<file path="src/rtl/gpr_predcd_regfile_pkg.sv">
// Shared constants, predecoded-address type and field helpers for the GPR file.
// The optional write-through forwarding is enabled with GPR_WR_BYPASS_EN.
package p405s_gpr_pkg;

  localparam int GPR_PREDCD_W = 10;
  localparam int GPR_NUM      = 32;
  localparam int GPR_DATA_W   = 32;

  localparam int MSB_LO  = 0;
  localparam int MSB_HI  = 1;
  localparam int HI_BASE = 2;
  localparam int LO_BASE = 6;

  typedef logic [0:GPR_PREDCD_W-1] gpr_predcd_t;

  function automatic logic is_onehot2(input logic [0:1] v);
    return v[0] ^ v[1];
  endfunction

  function automatic logic is_onehot4(input logic [0:3] v);
    case (v)
      4'b1000, 4'b0100, 4'b0010, 4'b0001: return 1'b1;
      default:                            return 1'b0;
    endcase
  endfunction

endpackage

</file>
<file path="src/rtl/gpr_predcd_regfile_sel.sv">
// Final decode of a predecoded GPR address into a one-hot register select
// plus a well-formed flag.
module gpr_predcd_sel
  import p405s_gpr_pkg::*;
(
  input  gpr_predcd_t          predcd,
  output logic [GPR_NUM-1:0]   sel,
  output logic                 wf
);

  // AND of one term from each predecode field selects register n
  always_comb begin
    sel = '0;
    for (int n = 0; n < GPR_NUM; n++) begin
      logic [4:0] idx_s;
      idx_s  = 5'(n);
      sel[n] = predcd[MSB_LO + int'(idx_s[4])]
             & predcd[HI_BASE + int'(idx_s[3:2])]
             & predcd[LO_BASE + int'(idx_s[1:0])];
    end
  end

  // each field must be exactly one-hot for the address to be usable
  always_comb begin
    wf = is_onehot2(predcd[MSB_LO:MSB_HI])
       & is_onehot4(predcd[HI_BASE:HI_BASE+3])
       & is_onehot4(predcd[LO_BASE:LO_BASE+3]);
  end

endmodule

</file>
<file path="src/rtl/gpr_predcd_regfile.sv">
// 32-entry GPR file with two registered read ports and one write port, driven
// by predecoded addresses. Define GPR_WR_BYPASS_EN for same-cycle write forwarding.
module gpr_predcd_regfile
  import p405s_gpr_pkg::*;
#(
  parameter int DATA_W  = GPR_DATA_W,
  parameter int NUM_GPR = GPR_NUM
) (
  input  logic              CB,
  input  logic              resetCore_n,
  input  logic              rdHold,
  input  gpr_predcd_t       rdAPreDcd,
  input  gpr_predcd_t       rdBPreDcd,
  input  logic              rdAVld,
  input  logic              rdBVld,
  input  gpr_predcd_t       wrPreDcd,
  input  logic              wrEn,
  input  logic [0:DATA_W-1] wrData,
  output logic [0:DATA_W-1] rdAData,
  output logic [0:DATA_W-1] rdBData,
  output logic              rdAValid,
  output logic              rdBValid,
  output logic              preDcdErr
);

  logic [0:DATA_W-1]  gpr_r [NUM_GPR];
  logic [GPR_NUM-1:0] ra_sel_s, rb_sel_s, wr_sel_s;
  logic               ra_wf_s, rb_wf_s, wr_wf_s;
  logic               wr_ok_s, ra_ok_s, rb_ok_s, err_s;
  logic [0:DATA_W-1]  ra_mux_s, rb_mux_s, ra_next_s, rb_next_s;

  gpr_predcd_sel u_sel_ra (.predcd(rdAPreDcd), .sel(ra_sel_s), .wf(ra_wf_s));
  gpr_predcd_sel u_sel_rb (.predcd(rdBPreDcd), .sel(rb_sel_s), .wf(rb_wf_s));
  gpr_predcd_sel u_sel_wr (.predcd(wrPreDcd),  .sel(wr_sel_s), .wf(wr_wf_s));

  // request qualification and malformed-address detection
  always_comb begin
    wr_ok_s = wrEn   & wr_wf_s;
    ra_ok_s = rdAVld & ra_wf_s;
    rb_ok_s = rdBVld & rb_wf_s;
    err_s   = (wrEn & ~wr_wf_s) | (rdAVld & ~ra_wf_s) | (rdBVld & ~rb_wf_s);
  end

  // one-hot AND-OR read muxes
  always_comb begin
    ra_mux_s = '0;
    rb_mux_s = '0;
    for (int n = 0; n < NUM_GPR; n++) begin
      ra_mux_s = ra_mux_s | (gpr_r[n] & {DATA_W{ra_sel_s[n]}});
      rb_mux_s = rb_mux_s | (gpr_r[n] & {DATA_W{rb_sel_s[n]}});
    end
  end

  // next read-port values, optionally forwarding a colliding write
  always_comb begin
    ra_next_s = ra_ok_s ? ra_mux_s : '0;
    rb_next_s = rb_ok_s ? rb_mux_s : '0;
`ifdef GPR_WR_BYPASS_EN
    if (ra_ok_s && wr_ok_s && ((ra_sel_s & wr_sel_s) != '0)) begin
      ra_next_s = wrData;
    end else begin
      ra_next_s = ra_next_s;
    end
    if (rb_ok_s && wr_ok_s && ((rb_sel_s & wr_sel_s) != '0)) begin
      rb_next_s = wrData;
    end else begin
      rb_next_s = rb_next_s;
    end
`endif
  end

  // register array write-back
  always_ff @(posedge CB) begin
    if (!resetCore_n) begin
      for (int n = 0; n < NUM_GPR; n++) gpr_r[n] <= '0;
    end else if (wr_ok_s) begin
      for (int n = 0; n < NUM_GPR; n++) begin
        if (wr_sel_s[n]) gpr_r[n] <= wrData;
      end
    end
  end

  // read pipeline registers; hold freezes data and valid but not the error flag
  always_ff @(posedge CB) begin
    if (!resetCore_n) begin
      rdAData   <= '0;
      rdBData   <= '0;
      rdAValid  <= 1'b0;
      rdBValid  <= 1'b0;
      preDcdErr <= 1'b0;
    end else begin
      preDcdErr <= preDcdErr | err_s;
      if (!rdHold) begin
        rdAData  <= ra_next_s;
        rdBData  <= rb_next_s;
        rdAValid <= ra_ok_s;
        rdBValid <= rb_ok_s;
      end
    end
  end

endmodule
</file>
<file path="config.mk">
export PLATFORM = sky130hd
export DESIGN_NAME = gpr_predcd_regfile
export DESIGN_NICKNAME = d
export VERILOG_FILES = /design/src/rtl/gpr_predcd_regfile_pkg.sv /design/src/rtl/gpr_predcd_regfile_sel.sv /design/src/rtl/gpr_predcd_regfile.sv
export SDC_FILE = /design/constraint.sdc
export NUM_CORES = 2
export LEC_CHECK = 0
export ABC_CLOCK_PERIOD_IN_PS = 11820
export BUFFER_PORTS_ARGS = -buffer_cell sky130_fd_sc_hd__buf_2
export CORE_MARGIN = 10
export CORE_UTILIZATION = 40
export DETAILED_ROUTE_END_ITERATION = 12
export PLACE_DENSITY = 0.52
export SLEW_MARGIN = 20
export SYNTH_ARGS = -nofsm -noshare
export SYNTH_HDL_FRONTEND = slang
export SYNTH_SLANG_ARGS = --single-unit
</file>
<file path="constraint.sdc">
create_clock -name CB -period 11.82 [get_ports CB]
set_input_delay 0.591 -clock CB [delete_from_list [all_inputs] [get_ports CB]]
set_output_delay 0.591 -clock CB [all_outputs]
set_load 0.02 [all_outputs]
</file>
Word level (Yosys, flattened, before mapping)
Memories as Yosys holds them, arrays and structs flattened. Cells that the tools add are included.

Memories kept: 1. Input bits: 68. Flip-flop bits (word level): 67. Output and inout port bits: 67. Bits in writable memories: 1024. Logic and storage cells: 504.

Memories: gpr_r (words 32, width 32, read ports 32, clocked after Yosys merged registers in 0, wr ports 32, RTL line gpr_predcd_regfile.sv:26) `logic [0:DATA_W-1] gpr_r [NUM_GPR];`.

Equality and inequality tests: 24. Multiplexer cells: 169. Bitwise operators: 299. Reduce and logical (&&, ||, !) cells: 6.

Operator list (number): AND 32 bit (64); OR 32 bit (62); 2-to-1 mux 32 bit (34); 2-to-1 mux 1 bit (135); AND 1 bit (132); OR 1 bit (35); == test 4 x 1 -> 1 bit, second input constant (6); == test 4 x 2 -> 1 bit, second input constant (6); == test 4 x 3 -> 1 bit, second input constant (6); == test 4 bit, second input constant (6); OR reduction 4 bit (6); inverter 1 bit (3); bitwise XOR 1 bit (3).

Logic depth before layout (Yosys ltp)
Word-level depth: 35. Mapped depth: 9. Depth with buffers taken out: 5.

Modules after synthesis
From an unflattened synthesis, not the netlist that was laid out.

Cells, all modules: 3747. Area total of the unflattened synthesis: 47683.2 sq um.

By module, submodules not included: gpr_predcd_regfile (area an instance 46696.0 sq um, cells an instance 3588, instances 1); gpr_predcd_sel (area an instance 329.1 sq um, cells an instance 53, instances 3).

Worst setup path after synthesis
Ideal clock, no wire load.

Path kind: input-to-reg. From: input wrPreDcd[5]. To: memory gpr_r[1][64] in the netlist's numbering, enable pin. Buffers on the path: 1. Arrival time: 4.195 ns. Stages on the path: 6. Setup slack: 7.160 ns. Cell sequence: inv_1 > or4_1 > a211oi_2 > buf_6 > nand3_1 > o21ai_0.

RTL lines: start, declared (RTL line gpr_predcd_regfile.sv:16) `input gpr_predcd_t wrPreDcd,`; end, declared (RTL line gpr_predcd_regfile.sv:26).

Worst setup path in the final report
From: input rdBPreDcd[3]. To: register rdBData[17] in the netlist's numbering.

Word-level cells in the longest chain between the ends: 34. Elaborated cells between the ends (all ways): 56.

Ends and longest elaborated chain: start, declared (RTL line gpr_predcd_regfile.sv:13) `input gpr_predcd_t rdBPreDcd,`; AND 1 bit (RTL line gpr_predcd_regfile_sel.sv:19) `& predcd[LO_BASE + int'(idx_s[1:0])];`; AND 32 bit (RTL line gpr_predcd_regfile.sv:50) `rb_mux_s = rb_mux_s | (gpr_r[n] & {DATA_W{rb_sel_s[n]}});`; OR 32 bit (31 in series) (RTL line gpr_predcd_regfile.sv:50); 2-to-1 mux 32 bit (*) (RTL line gpr_predcd_regfile.sv:57) `rb_next_s = rb_ok_s ? rb_mux_s : '0;`; end signal, assigned (RTL line gpr_predcd_regfile.sv:95) `rdBData <= rb_next_s;`; end, declared (RTL line gpr_predcd_regfile.sv:20) `output logic [0:DATA_W-1] rdBData,`.

Mark *: on every way between the ends. The rest lies on a longest branch, timed or not. A chain may end at the register's enable or synchronous reset.

==> metrics.cfg <==
[worst_setup_path]
rrSetupSlack_ns=9.61
crit_cells=8
reg2reg_to=rdAData[5]
path_max_fanout=58
critical_path_class=primary input to flop
critPathBufInv=3
critPathSlowestCell=buf_4
crit_path_max_incr_delay_ns=0.77
cp.arrival_ns=4.51
critPathLaunch=rdBPreDcd[3]
rr_startpoint=gpr_r[0][442]
cp_cell_sequence=buf_6 -> buf_4 -> xnor2_1 -> or3_1 -> a211oi_1 -> nor3b_4 -> buf_4 -> o211a_1
critPathMostFrequentCell=buf_4
critPathTopFamily=buffers and inverters
crit_path_end_kind=flop
crit_required_ns=12.50
crit_path_end=rdBData[17]
reg2regPathDepth=5
start_kind=primary input

[finish]
multi_input_area_um2=16130
drive_above_1_share_pct=12.48
nets=4032
area_growth_syn_to_layout_pct=11.97
fill_cells=11225
seq_area_um2=32090
stdcell_count=5704

[placed_design]
place_ws_ns=7.399
place_congestion=0.8882
hpwlAfterDp_um=125400
port_buffers=134
dp_cells=5469

[sta]
worst-slew-pin-transition_ns=1.276
setup_violations=0
max_slew_margin_pct=14.92
hold_viol=0
tns_ns=0
slew_viol_final=0
period_share_pct=32.37
fin_ws_ns=7.994
grt_setup_unrepaired=no
post-route-min-period_ns=3.826
clock-skew-final_ns=0.02469
fmax_ghz=0.2614
hold_ws_ns=0.3240

[clock_network]
cts_buffers=130
ctsResizeCount=0
cts_num_sinks=1091
post_cts_buffers=0
clk_pin_slew_ns=0.06
clockBufferDepth=3
clock_latency_ns=0.75
cts_tree=built
root_buffer=clkbuf_16
htree_levels=4
postCtsHoldBufs=0

[global_route]
grt_usage_pct=29.84
met3_usage_pct=8.059
grt_pass1_vias=38602
overflow=0
use_met2_pct=44.11
antenna_found_initial=8
grt_max_degree=132
busiest_layer=met2
grt_pass1_wl_um=301500
use_met1_pct=41.24

[synth]
synth_top_family_by_area=compound AO/OA/AOI/OAI gates
syn_area_um2=49860
seq_area_frac_synth_pct=64.37
synthFlopType=edfxtp_1
yosys.area.top_type=edfxtp_1
synth_mux_area_share_pct=0
synth_nets=4096
synth-compound-area-share_pct=22.12
yosysTopAreaCellShare_pct=61.68
synthSimpleGateAreaFrac_pct=9.411
synth_xor_area_share_pct=0.1405
ys_types=52
avgSynthCellArea_um2=12.38
synth-seq-cells=1091
synth_async_sr_flop_share_pct=0
synthCells=4028
synth_enable_flop_cells=1024
synth_fa_ha_area_share_pct=0
yosysMostFrequentCell=edfxtp_1
netlist_top_cells_area=edfxtp_1 62%, a22oi_1 11%, nor2_1 4.6%, dfxtp_1 2.7%, a21oi_1 2.5%
yosysWarnings=0
yosys-top-cells-count=1024 x edfxtp_1, 699 x a22oi_1, 611 x nor2_1

[power_and_ir_drop]
ir_worst_vdd_mv=0.1326
p_leak_nw=19.36
p_total_mw=9.439
powerDensity_nw_per_um2=169.1

[die]
initial_core_util_pct=40.27
dieArea_um2=139200
io_pins=135
num_rows=129
core_area_um2=123800
die-height_um=373.0
die_x_um=373.0

[worst_hold_path]
worstHoldPathType=primary input to flop

[route]
drc=0
drtIter0Drc=6784
vias=40163
ant_nets=0
drtPass1Iterations=10
viasPerCell=7.041
routed_wirelength_um=217200
post_drt_wl_per_cell_um=38.07

[outcome]
status=finished clean

[job]
maxCapViolations=0

[final cells by class]
cell class	count	share of cell area, %
tap	1637	3.669
multi-input combinational	2486	28.90
clock buffer	177	6.531
timing repair buffer	220	2.557
sequential	1091	57.48
clock inverter	55	0.6119
inverter	35	0.2353
antenna	3	0.01345
[power by group]
part           internal [mW]  switching, mW
clock                   2.22           1.63
combinational          0.256          0.707
sequential              4.48          0.149
total                   6.95           2.48
[state kept, by name, summed over array words and instances (netlist names)]
register / cells
rdAData: 32
rdAValid: 1
preDcdErr: 1
rdBValid: 1
gpr_r: 1024
rdBData: 32
[cells by family after synthesis]
kind of cell | count (synthesis)
compound gates | 1492
simple gates | 986
flops | 1091
buf+inv | 451
xor+xnor | 8
[through the flow]
| step | utilization [%] | area [µm²] |
|---|---|---|
| 2_1_floorplan | - | 49860 |
| 3_3_place_gp | 41.81 | 51760 |
| 3_5_place_dp | 41.86 | 51820 |
| 4_1_cts | 45.08 | 55810 |
| 5_1_grt | 45.09 | 55820 |
| 6_report | 45.09 | 55820 |
[placed cells by master, fill, tap and decap left out, drive strengths merged, types with 3 or more instances in the layout]
cell type,count
xnor2,4
and3,13
a21o,31
edfxtp,1024
a22oi,699
clkinv,45
nor2,620
and2,71
a22o,36
o21ai,46
a222oi,100
buf,218
nand2,79
nor3,6
o22a,28
a211oi,6
nand3,37
xor2,4
a21oi,249
o22ai,100
inv,40
a221oi,64
dfxtp,67
nor4,65
nand4,53
o2bb2ai,57
bufinv,3
o221a,28
o211a,36
nor4b,34
clkbuf,179
diode,3
[routing by layer]
metal	routed length, µm	share of wire [%]
met3	27230	13
met2	93580	43
met1	86440	40
met4	9844	4.5
met5	69	0.032
[worst min path at each step]
stage / from / depth (start not counted) / slack (ns) / to
global route: resetCore_n / 2 / 0.31 / rdAData[11]
detailed placement: rdAValid / 2 / 0.59 / rdAValid
finish: resetCore_n / 2 / 0.32 / rdBData[8]
floorplan: preDcdErr / 1 / 0.60 / preDcdErr
global placement: rdAValid / 2 / 0.60 / rdAValid
CTS: resetCore_n / 2 / 0.26 / rdBData[8]
Note: power is estimated with default switching activity, not from simulation.
